[src/rtl/chip8_keypad_pkg.sv]
// Shared constants for the CHIP-8 hex keypad scanner.
// Maps physical matrix position (row, col) to the CHIP-8 key value.
package chip8_keypad_pkg;

    localparam int NUM_ROWS = 4;
    localparam int NUM_COLS = 4;

    typedef logic [3:0] key_t;

    localparam key_t KEYMAP [NUM_ROWS][NUM_COLS] = '{
        '{4'h1, 4'h2, 4'h3, 4'hC},
        '{4'h4, 4'h5, 4'h6, 4'hD},
        '{4'h7, 4'h8, 4'h9, 4'hE},
        '{4'hA, 4'h0, 4'hB, 4'hF}
    };

    function automatic logic [NUM_ROWS-1:0] row_drive(input logic [1:0] r);
        return ~(4'b0001 << r);
    endfunction

endpackage

[src/rtl/chip8_sync2.sv]
// Two-flop synchronizer with a synchronous reset value.
// Brings asynchronous inputs into the clk domain.
module chip8_sync2 #(
    parameter int               WIDTH     = 4,
    parameter logic [WIDTH-1:0] RESET_VAL = '1
) (
    input  logic             clk,
    input  logic             reset,
    input  logic [WIDTH-1:0] d,
    output logic [WIDTH-1:0] q
);

    logic [WIDTH-1:0] meta;
    logic [WIDTH-1:0] stable;

    always_ff @(posedge clk) begin
        if (reset) begin
            meta   <= RESET_VAL;
            stable <= RESET_VAL;
        end else begin
            meta   <= d;
            stable <= meta;
        end
    end

    assign q = stable;

endmodule

[src/rtl/chip8_keypad_scanner.sv]
// 4x4 keypad matrix scanner with column synchronization and
// whole-matrix debounce; publishes a CHIP-8 indexed key bitmap.
module chip8_keypad_scanner
    import chip8_keypad_pkg::*;
#(
    parameter int SCAN_DIV       = 4,
    parameter int DEBOUNCE_SCANS = 2
) (
    input  logic        clk,
    input  logic        reset,
    input  logic [3:0]  col_in,
    output logic [3:0]  row_out,
    output logic [15:0] keys_raw,
    output logic        scan_done
);

    localparam int DW = $clog2(SCAN_DIV);
    localparam int MW = (DEBOUNCE_SCANS > 1) ? $clog2(DEBOUNCE_SCANS) : 1;
    localparam logic [DW-1:0] DIV_MAX   = DW'(SCAN_DIV - 1);
    localparam logic [MW-1:0] MATCH_MAX = MW'(DEBOUNCE_SCANS - 1);

    logic [3:0]    col_sync;
    logic [DW-1:0] div;
    logic [1:0]    row;
    logic [15:0]   scan_buf;
    logic [15:0]   last_snap;
    logic [MW-1:0] match;

    logic          last_div;
    logic          done;
    logic [15:0]   row_bits;
    logic [15:0]   snap;
    logic [MW-1:0] match_next;

    chip8_sync2 #(
        .WIDTH     (NUM_COLS),
        .RESET_VAL (4'b1111)
    ) u_col_sync (
        .clk   (clk),
        .reset (reset),
        .d     (col_in),
        .q     (col_sync)
    );

    // snap folds the current row's samples into the partial scan
    always_comb begin
        row_bits = '0;
        for (int c = 0; c < NUM_COLS; c++) begin
            if (!col_sync[c]) begin
                row_bits[KEYMAP[row][c]] = 1'b1;
            end
        end
        snap     = scan_buf | row_bits;
        last_div = (div == DIV_MAX);
        done     = last_div && (row == 2'd3);
        if (snap != last_snap) begin
            match_next = '0;
        end else if (match == MATCH_MAX) begin
            match_next = match;
        end else begin
            match_next = match + 1'b1;
        end
    end

    always_ff @(posedge clk) begin
        if (reset) begin
            div       <= '0;
            row       <= '0;
            row_out   <= 4'b1110;
            scan_buf  <= '0;
            last_snap <= '0;
            match     <= '0;
            keys_raw  <= '0;
            scan_done <= 1'b0;
        end else begin
            scan_done <= done;
            div       <= last_div ? '0 : div + 1'b1;
            if (last_div) begin
                row      <= row + 2'd1;
                row_out  <= row_drive(row + 2'd1);
                scan_buf <= (row == 2'd3) ? '0 : snap;
            end
            if (done) begin
                last_snap <= snap;
                match     <= match_next;
                if (match_next == MATCH_MAX) begin
                    keys_raw <= snap;
                end
            end
        end
    end

endmodule

[config.mk]
export PLATFORM = sky130hd
export DESIGN_NAME = chip8_keypad_scanner
export DESIGN_NICKNAME = d
export VERILOG_FILES = /design/src/rtl/chip8_keypad_pkg.sv /design/src/rtl/chip8_sync2.sv /design/src/rtl/chip8_keypad_scanner.sv
export SDC_FILE = /design/constraint.sdc
export NUM_CORES = 1
export LEC_CHECK = 0
export BUFFER_PORTS_ARGS = -buffer_cell sky130_fd_sc_hd__buf_4
export CORE_ASPECT_RATIO = 1.25
export CORE_MARGIN = 5
export CORE_UTILIZATION = 30
export CTS_BUF_LIST = sky130_fd_sc_hd__clkbuf_4
export DETAILED_ROUTE_END_ITERATION = 6
export GPL_TIMING_DRIVEN = 0
export PLACE_DENSITY_LB_ADDON = 0.25
export SETUP_SLACK_MARGIN = 0.2
export SYNTH_ARGS = -nofsm -noshare
export SYNTH_HDL_FRONTEND = slang
export SYNTH_HIERARCHICAL = 1
export SYNTH_SLANG_ARGS = --single-unit
[constraint.sdc]
create_clock -name clk -period 3 [get_ports clk]
set_input_delay 0.6 -clock clk [delete_from_list [all_inputs] [get_ports clk]]
set_output_delay 0.6 -clock clk [all_outputs]
set_load 0.1 [all_outputs]
Word-level counts from Yosys, hierarchy flattened
Cells that the tools add are included.
W data, S select, Z words.

word-level totals
  register bits = 66
  logic and storage cells = 57
  memory bits (writable) = 0
  output and inout bits = 21
  bits in latches = 0
  ROM bits = 0
  memories = 0

operators by class
  multipliers = 0
  divide/modulo/power cells = 0
  bitwise operators = 6
  muxes and demuxes = 18
  equality and inequality tests = 3
  shifts and indexed selects = 1
  order comparisons = 9
  reduce and logical (&&, ||, !) cells = 7
  add/sub/neg operators = 3

operator list
  kind                   count
  $mux W16               7
  $or A16 B16 Y16        4
  $bmux W16 S2           1
  $lt A4 B5 Y1 const B   4
  $demux W1 S4           4
  $ge A4 B1 Y1 const B   4
  $ne A16 B16 Y1         1
  $mux W1                6
  $logic_and A1 B1 Y1    5
  $add A2 B1 Y2 const B  2
  $eq A2 B2 Y1 const B   2
  $not A4 Y4             1
  $shl A1 B2 Y4 const A  1
  $ge A3 B3 Y1 const B   1
  $not A2 Y3             1
  $reduce_and A2 Y1      1
  $reduce_or A2 Y1       1
  $add A1 B1 Y1 const B  1

Logic depth before layout (Yosys ltp)
  word-level depth = 19
  mapped depth = 11
  mapped depth without buffers = 9

By module
The synthesis kept the hierarchy.

by module, submodules not included
  module                sequential area each (um2)  area an instance (um2)  times used  cells an instance
  chip8_keypad_scanner  1141.1                      3079.2                  1           328
  chip8_sync2           160.2                       210.2                   1           16

Least setup slack after synthesis
OpenSTA, ideal clock, no wires.

  path kind = register to register
  start point = register row[1]
  end point = register keys_raw[10]
  slack = 92 ps
  buffers on the path = 2
  arrival = 2787 ps
  required time = 2879 ps
  period minus slack after synthesis = 2908 ps
  setup time = 121 ps
  stages on the path, launching flop included = 12
  path through = dfxtp_1 -> inv_1 -> ha_1 -> and3b_1 -> buf_6 -> o21bai_1 -> nor3b_1 -> nor4_2 -> nand4_1 -> nor3_4 -> buf_12 -> mux2_4

on the way
  word-level cells in the longest chain between the ends = 19
  elaborated cells between the ends (all ways) = 37

RTL lines
  what                                                                line                        source
  start, declared                                                     chip8_keypad_scanner.sv:24  logic [1:0] row;
  start signal, assigned                                              chip8_keypad_scanner.sv:79  row <= row + 2'd1;
  $not A2 Y3 (not written as such)                                    chip8_keypad_scanner.sv:50  row_bits[KEYMAP[row][c]] = 1'b1;
  $bmux W16 S2                                                        chip8_keypad_scanner.sv:50
  $mux W16 (not written as such) (2 in a row)                         chip8_keypad_scanner.sv:50
  $lt A4 B5 Y1 (not written as such) or $ge A4 B1 Y1 (tied branches)  chip8_keypad_scanner.sv:50
  $logic_and A1 B1 Y1 (not written as such)                           chip8_keypad_scanner.sv:50
  $mux W1 (not written as such)                                       chip8_keypad_scanner.sv:50
  $demux W1 S4                                                        chip8_keypad_scanner.sv:50
  $mux W16                                                            chip8_keypad_scanner.sv:49  if (!col_sync[c]) begin
  (+2 left out)                                                       -
  $or A16 B16 Y16 (no line)                                           -
  $mux W16                                                            chip8_keypad_scanner.sv:49
  $or A16 B16 Y16 (no line)                                           -
  $mux W16                                                            chip8_keypad_scanner.sv:49
  $or A16 B16 Y16                                                     chip8_keypad_scanner.sv:53  snap = scan_buf | row_bits;
  $ne A16 B16 Y1                                                      chip8_keypad_scanner.sv:56  if (snap != last_snap) begin
  $mux W1                                                             chip8_keypad_scanner.sv:56
  $reduce_and A2 Y1 (no line)                                         -
  end signal, assigned                                                chip8_keypad_scanner.sv:87  keys_raw <= snap;
  end, declared                                                       chip8_keypad_scanner.sv:13  output logic [15:0] keys_raw,

Several ways; a longest one is shown, not always the timed one. The select of a mux whose other input is x is not followed.
A chain may end at the register's enable or synchronous reset.

Final worst setup path
  start point = register row[1]
  end point = register keys_raw[14]

Same word-level chain as after synthesis.

==> impl_metrics.env <==
export IMPL_area_growth_pct=25.4
export IMPL_critical_path_class="reg -> reg"
export IMPL_grt_pass1_vias=2666
export IMPL_antenna_found_initial=1
export IMPL_finalCritPeriodShare_pct=91.2
export IMPL_cp_end_kind="flop"
export IMPL_syn_inst=344
export IMPL_cpLargestDelayFamily="simple AND/OR/NAND/NOR gates"
export IMPL_die_h_um=127
export IMPL_final_fill_count=1076
export IMPL_ys_seq_area_share_pct=39.6
export IMPL_cts_root_buf="clkbuf_4"
export IMPL_clockBufferDepth=2
export IMPL_power_leakage_nw=1.52
export IMPL_synthDominantCellAreaShare_pct=39.6
export IMPL_fmax_mhz=366
export IMPL_nNetsFinal=417
export IMPL_place_gp_congestion=0.884
export IMPL_synth_top_flop_cell="dfxtp_1"
export IMPL_grt_use_met3_pct=3.13
export IMPL_start_util_pct=30.8
export IMPL_final_antenna_net_count=0
export IMPL_critPathMaxFanout=10
export IMPL_numCtsBuffers=9
export IMPL_vias_per_cell=4.81
export IMPL_postSynth_asyncResetShare_pct=0
export IMPL_ys_warn_count=6
export IMPL_wl_mm=8.54
export IMPL_clk_pin_slew_worst_paths_ns=0.10
export IMPL_hpwl_mm=5.84
export IMPL_cts_hold_buffers=0
export IMPL_drv_cap=0
export IMPL_crit_chain="buf_4 > ha_1 > buf_6 > a311oi_4 > xnor2_2 > nor4_2 > nand3_2 > nor3_4 > buf_12 > mux2_4"
export IMPL_grt_ovfl_total=0
export IMPL_pin_count=27
export IMPL_fin_tns_setup_ns=0
export IMPL_fp_dieW_um=104
export IMPL_cp_required_ns=3.31
export IMPL_layout_drive_gt1_share_pct=31.0
export IMPL_grt_busiest_layer="met2"
export IMPL_crit_buf_inv=3
export IMPL_grt_util_all_layers_pct=13.3
export IMPL_cts_tree="yes"
export IMPL_period_minus_slack_ns=2.73
export IMPL_grt_start_max_net_pins=13
export IMPL_power_density_nw_per_um2=372
export IMPL_final_hold_viol_count=0
export IMPL_syn_area_um2=3290
export IMPL_cp_slowest_stage_delay_ns=0.38
export IMPL_synthTopCellsByArea="dfxtp_1 (40%), nor2_1 (5.0%), mux2_4 (4.6%)"
export IMPL_cts_sinks=65
export IMPL_slew_headroom_pct=59.8
export IMPL_htree_levels=3
export IMPL_wl_per_cell_um=15.8
export IMPL_start_kind="flop"
export IMPL_tightestPinTransition_ns=0.600
export IMPL_dr_pass1_iters=4
export IMPL_cp_arrival_ns=3.05
export IMPL_drtIter0Drc=144
export IMPL_clk_latency_ns=0.43
export IMPL_vias=2594
export IMPL_rsz0062_at_grt="true"
export IMPL_status="completed"
export IMPL_ys_ff_latch=65
export IMPL_maxSlewViolCount=0
export IMPL_dpl_cell_count=502
export IMPL_syn_area_per_cell_um2=9.56
export IMPL_core_um2=10700
export IMPL_route_detailed_drc=0
export IMPL_met1_usage_pct=15.4
export IMPL_fp_row_count=42
export IMPL_final_util_pct=38.7
export IMPL_io_buffers=26
export IMPL_slowest_stage="dfxtp_4"
export IMPL_final_cells=539
export IMPL_synth_edf_count=0
export IMPL_die_area_um2=13200
export IMPL_ys_types=58
export IMPL_use_met2_pct=22.8
export IMPL_hold_class="in -> reg"
export IMPL_clock_skew_ns=0.0194
export IMPL_synth_top_cell_by_area="dfxtp_1"
export IMPL_grt_pass1_wl_mm=13.9
export IMPL_setup_viol=0
export IMPL_syn_nets=359
export IMPL_vdd_drop_max_mv=0.213
metrics by stage:
step,worst slack (ns),power [mW],area [µm²],hold WS [ns]
5_1_grt,0.132,1.61,4130,0.326
3_3_place_gp,-0.334,1.04,3650,0.386
6_report,0.265,1.53,4130,0.349
3_5_place_dp,-0.352,1.04,3650,0.389
2_1_floorplan,0.200,0.998,3290,0.383
4_1_cts,0.203,1.54,3970,0.321
cell usage in the layout (no fill, tap or decap), types with 7 or more instances in the layout:
master,n
mux2_4,10
xnor2_1,8
nor2b_1,23
clkbuf_4,10
a21oi_1,7
nand2_1,23
nand2b_1,7
or2_1,8
a211oi_1,17
nor2_1,44
buf_4,46
clkbuf_1,11
dfxtp_1,63
o21ai_0,21
logic make-up after synthesis:
kind of cell / synth area share, %
adder cells (fa/ha/maj): 3.42
flip-flops: 39.6
buffers and inverters: 4.37
XOR/XNOR: 3.20
multiplexers: 7.19
AND/OR/NAND/NOR: 26.1
AO/OA/AOI/OAI: 16.2
flip-flops by register name, indices dropped and copies added (netlist names):
| signal | count |
|---|---|
| div | 2 |
| u_col_sync/q | 4 |
| u_col_sync/meta | 4 |
| row_out | 4 |
| scan_done | 1 |
| row | 2 |
| last_snap | 16 |
| keys_raw | 16 |
| scan_buf | 16 |
per-layer routing:
metal  wire length, µm  vias to the layer above
li1                  -                     1310
met5                 0                        -
met1              3790                     1217
met4               253                        0
met2              4220                       51
met3               275                       16
cells in the mapped netlist (7+ instances only):
master    instances
or2_1             8
nand2_1          23
xnor2_1          11
dfxtp_1          65
o21ai_0          22
nand2b_1          7
a211oi_1         17
a21oi_1           7
mux2_4           10
inv_1             7
nor2b_1          24
ha_1              9
nor2_1           44
clkbuf_1         12
final timing paths:
| kind | start | end | slack, ns | depth (start not counted) |
|---|---|---|---|---|
| worst max-delay path | row[1] | keys_raw[14] | 0.27 | 10 |
| worst min-delay path | col_in[3] | u_col_sync/meta[3] | 0.35 | 2 |
| worst max register to register | row[1] | keys_raw[14] | 0.27 | 10 |
| worst min register to register | u_col_sync/meta[3] | u_col_sync/q[3] | 0.41 | 1 |
report_power, final:
| part | switching (mW) | internal (mW) |
|---|---|---|
| Clock | 0.315 | 0.165 |
| Combinational | 0.103 | 0.0661 |
| Sequential | 0.00968 | 0.874 |
area by class of cell:
type | count | area (µm²) | share of cell area [%]
Multi-Input combinational cell | 251 | 2020 | 49.1
Sequential cell | 65 | 1310 | 31.7
Timing Repair Buffer | 47 | 357 | 8.64
Tap cell | 132 | 165 | 4.00
Buffer | 21 | 139 | 3.37
Clock buffer | 10 | 75.1 | 1.82
Inverter | 7 | 31.3 | 0.758
Clock inverter | 5 | 23.8 | 0.576
Antenna cell | 1 | 2.50 | 0.0606
timing repair:
action	in CTS	in global routing
endpoints found under the setup margin	16	16
hold endpoints to repair	0	0
pin swaps	6	15
setup buffers	10	11
resized for setup	33	14
No activity file was read; power rests on OpenSTA's default activity.
